==> config.mk <==
export PLATFORM = sky130hd
export DESIGN_NAME = key_debouncer
export DESIGN_NICKNAME = d
export VERILOG_FILES = /design/src/rtl/key_debouncer.sv
export SDC_FILE = /design/constraint.sdc
export NUM_CORES = 1
export LEC_CHECK = 0
export CAP_MARGIN = 20
export CORE_ASPECT_RATIO = 1.25
export CORE_UTILIZATION = 55
export CTS_CLUSTER_SIZE = 8
export DETAILED_ROUTE_END_ITERATION = 8
export HOLD_SLACK_MARGIN = 0.06
export PLACE_DENSITY = 0.72
export SETUP_SLACK_MARGIN = 0.1
export SLEW_MARGIN = 25
export SYNTH_ARGS = -nofsm -noshare
export SYNTH_HDL_FRONTEND = slang
export SYNTH_SLANG_ARGS = --single-unit
==> constraint.sdc <==
create_clock -name clock -period 4 [get_ports clock]
set_clock_uncertainty 0.2 [all_clocks]
set_input_delay 1 -clock clock [delete_from_list [all_inputs] [get_ports clock]]
set_output_delay 1 -clock clock [all_outputs]
set_load 0.02 [all_outputs]
==> src/rtl/key_debouncer.sv <==
// key_debouncer: per-channel key debouncer with press/release edge pulses
// and auto-repeat. Each channel synchronizes its raw key level, requires
// DEBOUNCE_CYCLES consecutive differing samples before accepting a new level,
// and then runs a small UP/DOWN/REPEAT state machine that emits repeat pulses
// while the key stays held.
module key_debouncer #(
    parameter int WIDTH           = 8,
    parameter int DEBOUNCE_CYCLES = 60000,
    parameter int REPEAT_DELAY    = 3000000,
    parameter int REPEAT_RATE     = 600000
) (
    input  logic             clock,
    input  logic             reset,
    input  logic [WIDTH-1:0] keys_in,
    output logic [WIDTH-1:0] keys_stable,
    output logic [WIDTH-1:0] pressed,
    output logic [WIDTH-1:0] released,
    output logic [WIDTH-1:0] repeated
);

    localparam int CNT_W    = $clog2(DEBOUNCE_CYCLES + 1);
    localparam int HOLD_MAX = (REPEAT_DELAY > REPEAT_RATE) ? REPEAT_DELAY : REPEAT_RATE;
    localparam int HOLD_W   = $clog2(HOLD_MAX + 1);

    localparam logic [CNT_W-1:0]  CNT_LAST   = CNT_W'(DEBOUNCE_CYCLES - 1);
    localparam logic [CNT_W-1:0]  CNT_ONE    = CNT_W'(1);
    localparam logic [HOLD_W-1:0] DELAY_LAST = HOLD_W'((REPEAT_DELAY > 0) ? REPEAT_DELAY - 1 : 0);
    localparam logic [HOLD_W-1:0] RATE_LAST  = HOLD_W'(REPEAT_RATE - 1);
    localparam logic [HOLD_W-1:0] HOLD_ONE   = HOLD_W'(1);
    localparam bit                REPEAT_ON  = (REPEAT_DELAY > 0);

    typedef enum logic [1:0] {
        UP     = 2'd0,
        DOWN   = 2'd1,
        REPEAT = 2'd2
    } key_state_t;

    for (genvar i = 0; i < WIDTH; i++) begin : g_chan
        logic              sync_p0;
        logic              sync_p1;
        logic              stable;
        logic [CNT_W-1:0]  cnt;
        logic              differs;
        logic              accept;

        key_state_t        state;
        key_state_t        state_nxt;
        logic [HOLD_W-1:0] hold;
        logic [HOLD_W-1:0] hold_nxt;
        logic              press_nxt;
        logic              rel_nxt;
        logic              rep_nxt;
        logic              press_q;
        logic              rel_q;
        logic              rep_q;

        // Two-flop synchronizer for the asynchronous raw key level.
        always_ff @(posedge clock or negedge reset) begin
            if (!reset) begin
                sync_p0 <= 1'b0;
                sync_p1 <= 1'b0;
            end else begin
                sync_p0 <= keys_in[i];
                sync_p1 <= sync_p0;
            end
        end

        // A new level is accepted on the edge that sees its DEBOUNCE_CYCLES-th consecutive sample.
        always_comb begin
            differs = (sync_p1 != stable);
            accept  = differs && (cnt == CNT_LAST);
        end

        // Debounce counter and accepted level; any agreeing sample restarts the count.
        always_ff @(posedge clock or negedge reset) begin
            if (!reset) begin
                cnt    <= '0;
                stable <= 1'b0;
            end else if (!differs) begin
                cnt    <= '0;
            end else if (accept) begin
                cnt    <= '0;
                stable <= sync_p1;
            end else begin
                cnt    <= cnt + CNT_ONE;
            end
        end

        // Next state, hold counter and pulse decisions; a release always beats a repeat.
        always_comb begin
            state_nxt = state;
            hold_nxt  = hold;
            press_nxt = accept && sync_p1;
            rel_nxt   = accept && !sync_p1;
            rep_nxt   = 1'b0;
            case (state)
                UP: begin
                    if (press_nxt) begin
                        state_nxt = DOWN;
                        hold_nxt  = '0;
                    end
                end
                DOWN: begin
                    if (rel_nxt) begin
                        state_nxt = UP;
                        hold_nxt  = '0;
                    end else if (REPEAT_ON) begin
                        if (hold == DELAY_LAST) begin
                            state_nxt = REPEAT;
                            hold_nxt  = '0;
                            rep_nxt   = 1'b1;
                        end else begin
                            hold_nxt  = hold + HOLD_ONE;
                        end
                    end
                end
                REPEAT: begin
                    if (rel_nxt) begin
                        state_nxt = UP;
                        hold_nxt  = '0;
                    end else if (hold == RATE_LAST) begin
                        hold_nxt  = '0;
                        rep_nxt   = 1'b1;
                    end else begin
                        hold_nxt  = hold + HOLD_ONE;
                    end
                end
                default: begin
                    state_nxt = UP;
                    hold_nxt  = '0;
                end
            endcase
        end

        // State register and registered one-cycle output pulses.
        always_ff @(posedge clock or negedge reset) begin
            if (!reset) begin
                state   <= UP;
                hold    <= '0;
                press_q <= 1'b0;
                rel_q   <= 1'b0;
                rep_q   <= 1'b0;
            end else begin
                state   <= state_nxt;
                hold    <= hold_nxt;
                press_q <= press_nxt;
                rel_q   <= rel_nxt;
                rep_q   <= rep_nxt;
            end
        end

        assign keys_stable[i] = stable;
        assign pressed[i]     = press_q;
        assign released[i]    = rel_q;
        assign repeated[i]    = rep_q;
    end

endmodule

==> impl_metrics.json <==
{
  "status": "complete, no violations",
  "timing_hold_violations_final": 0,
  "yosys.area_share.xor_xnor_pct": 6.59,
  "synth_area_per_cell_um2": 9.26,
  "muxShareOfSynthArea_pct": 0.509,
  "relSlewSlack_pct": 34.1,
  "syn_area_um2": 19400,
  "area_delta_synth_final_pct": 10.5,
  "synth_fp_nets": 2146,
  "gp_congestion": 0.828,
  "fp.dieH_um": 212,
  "regToRegSetupSlack_ns": 0.63,
  "power.leakage_nw": 8.87,
  "clock_path_buffers": 3,
  "nFillCells": 2898,
  "final_area_um2": 21400,
  "vias": 15300,
  "crit_required_ns": 4.27,
  "grt_pass1_vias": 15000,
  "ys_seq_area_share_pct": 47.5,
  "grt_max_degree": 93,
  "placementRows": 76,
  "setup_viol": 0,
  "irDropWorstVdd_mv": 0.278,
  "p_per_area_nw_per_um2": 358,
  "synth_fa_ha_area_share_pct": 2.58,
  "cap_violations": 0,
  "fmax_mhz": 296,
  "r2r-end": "g_chan[0].hold[17]$_DFFE_PN0P_",
  "via_per_inst": 5.94,
  "syn_inst": 2096,
  "die_x_um": 170,
  "crit_arrival_ns": 3.65,
  "synth_ff_type": "dfrtp_1",
  "drv_slew": 0,
  "cts.clk_slew.worst_paths_ns": 0.05,
  "hp-class": "flop to flop",
  "fin_nets": 2161,
  "die_area_um2": 36000,
  "synth-edff-count": 0,
  "synth-simple-area-share_pct": 28.1,
  "overflow": 0,
  "tns_ns": 0,
  "placedCellCount": 2526,
  "grt_pass1_wl_um": 68700,
  "post_cts_resized": 0,
  "ioPinCount": 42,
  "hpwl_um": 25900,
  "worst-path-max-fanout": 25,
  "dp_slack_ns": 0.512,
  "cp-end-kind": "flop",
  "yosys_warnings": 0,
  "coreArea_um2": 34600,
  "whs_ns": 0.140,
  "dr.first_iter.drc_count": 907,
  "path_class": "flop to flop",
  "regToRegStartpoint": "g_chan[0].cnt[5]$_DFF_PN0_",
  "clk-insertion-delay-late_ns": 0.54,
  "setup.worst_path.start_class": "flop",
  "routedWlPerCell_um": 15.1,
  "cts-root-buf": "clkbuf_16",
  "reg2regPathDepth": 6,
  "ys_ff_latch": 368,
  "crit_start": "g_chan[0].cnt[5]$_DFF_PN0_",
  "synth-async-reset-ratio_pct": 100,
  "cts_buffers": 51,
  "tightest_slew_ns": 0.989,
  "antenna_found_initial": 0,
  "htreeDepth": 2,
  "hold_path_depth": 0,
  "dr.pass1.iters": 5,
  "grt_use_total_pct": 22.5,
  "ant_nets": 0,
  "post-route-util_pct": 61.9,
  "cts.sinks": 368,
  "dpl_cell_area_um2": 20100,
  "drc": 0,
  "grt_setup_unrepaired": "no",
  "period_share_pct": 84.3,
  "post_cts_buffers": 0,
  "finalWorstSetupSlack_ns": 0.627,
  "cts-hold-fix-buffers": 0,
  "portBuffers": 41,
  "synth_compound_gate_area_share_pct": 10.9,
  "ys_types": 66,
  "cts_tree": "yes",
  "finalNonFillerCells": 2579,
  "insertedDiodeCount": 0,
  "synth_top_family_by_area": "simple AND/OR/NAND/NOR gates",
  "total_power_mw": 7.68,
  "finalCriticalPeriod_ns": 3.37,
  "start_util_pct": 56.1,
  "crit_end": "g_chan[0].hold[17]$_DFFE_PN0P_",
  "drive_gt1_share_pct": 5.02,
  "wirelength_um": 39000
}
cells in the mapped netlist (all sizes together) (21+ instances only):
master	instances	area share [%]
dfrtp	368	47
nand2	232	4.5
nor2	230	4.4
nand3	210	5.4
xor2	90	4.1
nand4	77	2.5
inv	66	1.3
clkbuf	65	1.3
o21ai	61	1.6
xnor2	56	2.5
o311ai	53	2.4
and3	48	1.5
ha	40	2.6
and2	38	1.2
buf	36	1.4
a21oi	35	0.90
nor3	34	0.88
o31ai	33	1.3
and4	27	1.2
nor4	25	0.81
a31oi	23	0.74
a21o	22	0.85
or4	21	0.81
sequential cells by signal (all words and copies together) (netlist names):
name / flops
g_chan.cnt: 128
g_chan.sync_p1: 8
g_chan.hold: 176
g_chan.state: 16
g_chan.sync_p0: 8
g_chan.rep_q: 8
g_chan.rel_q: 8
g_chan.press_q: 8
g_chan.stable: 8
cell type report:
type | instances | area, um^2 | share of cell area [%]
clock buffers | 53 | 1330 | 6.19
inverters | 66 | 248 | 1.16
multi-input cells | 1561 | 9450 | 44.1
flip-flops and latches | 368 | 9210 | 43.0
well taps | 468 | 586 | 2.73
repair buffers | 63 | 618 | 2.88
per-layer routing:
layer	GRT usage [%]	routed length (um)	vias to the layer above
met3	3.39	1400	54
met5	0	0	-
met1	28.7	17200	7469
met2	39.8	19700	258
li1	-	-	7527
met4	6.18	681	0
worst min-delay path by stage:
stage                                            from                     endpoint  slack (ns)
after floorplan           g_chan[0].sync_p0$_DFF_PN0_  g_chan[0].sync_p1$_DFF_PN0_        0.13
after global placement    g_chan[2].sync_p0$_DFF_PN0_  g_chan[2].sync_p1$_DFF_PN0_        0.13
after detailed placement  g_chan[2].sync_p0$_DFF_PN0_  g_chan[2].sync_p1$_DFF_PN0_        0.13
after CTS                 g_chan[7].sync_p0$_DFF_PN0_  g_chan[7].sync_p1$_DFF_PN0_        0.14
after global routing      g_chan[0].sync_p0$_DFF_PN0_  g_chan[0].sync_p1$_DFF_PN0_        0.16
final                     g_chan[7].sync_p0$_DFF_PN0_  g_chan[7].sync_p1$_DFF_PN0_        0.14
layout by cell type, fill, tap and decap left out, drive strengths merged, types with 21 or more instances in the layout:
master / count
and3: 48
a21o: 22
o31ai: 33
nor2: 230
dfrtp: 368
nor4: 25
a31oi: 23
nor3: 34
buf: 23
clkbuf: 53
or4: 21
and4: 27
clkdlybuf4s50: 40
nand4: 77
a21oi: 35
o21ai: 61
o311ai: 53
xnor2: 56
xor2: 90
inv: 66
nand3: 210
and2: 38
ha: 40
nand2: 232
logic make-up (layout without fill, tap and decap cells):
family | count (synthesis) | in the layout
buffers and inverters | 167 | 182
AO/OA/AOI/OAI | 301 | 301
XOR/XNOR | 146 | 146
adder cells (fa/ha/maj) | 40 | 40
AND/OR/NAND/NOR | 1065 | 1065
flip-flops | 368 | 368
multiplexers | 9 | 9
where the power goes:
group	internal, mW	switching [mW]	leakage, nW
clock	2.29	1.45	0.653
sequential	3.76	0.0260	5.09
combinational	0.0405	0.114	3.13
total	6.09	1.58	8.87
critical path, cell delays in order (launching register included):
cell and delay [ns]:
dfrtp_1 0.43, or4b_1 0.53, or4_1 0.66, o21a_4 0.37
a211o_1 0.46, or4_1 0.54, nand3_1 0.10
Power figures use the tool's default switching activity.
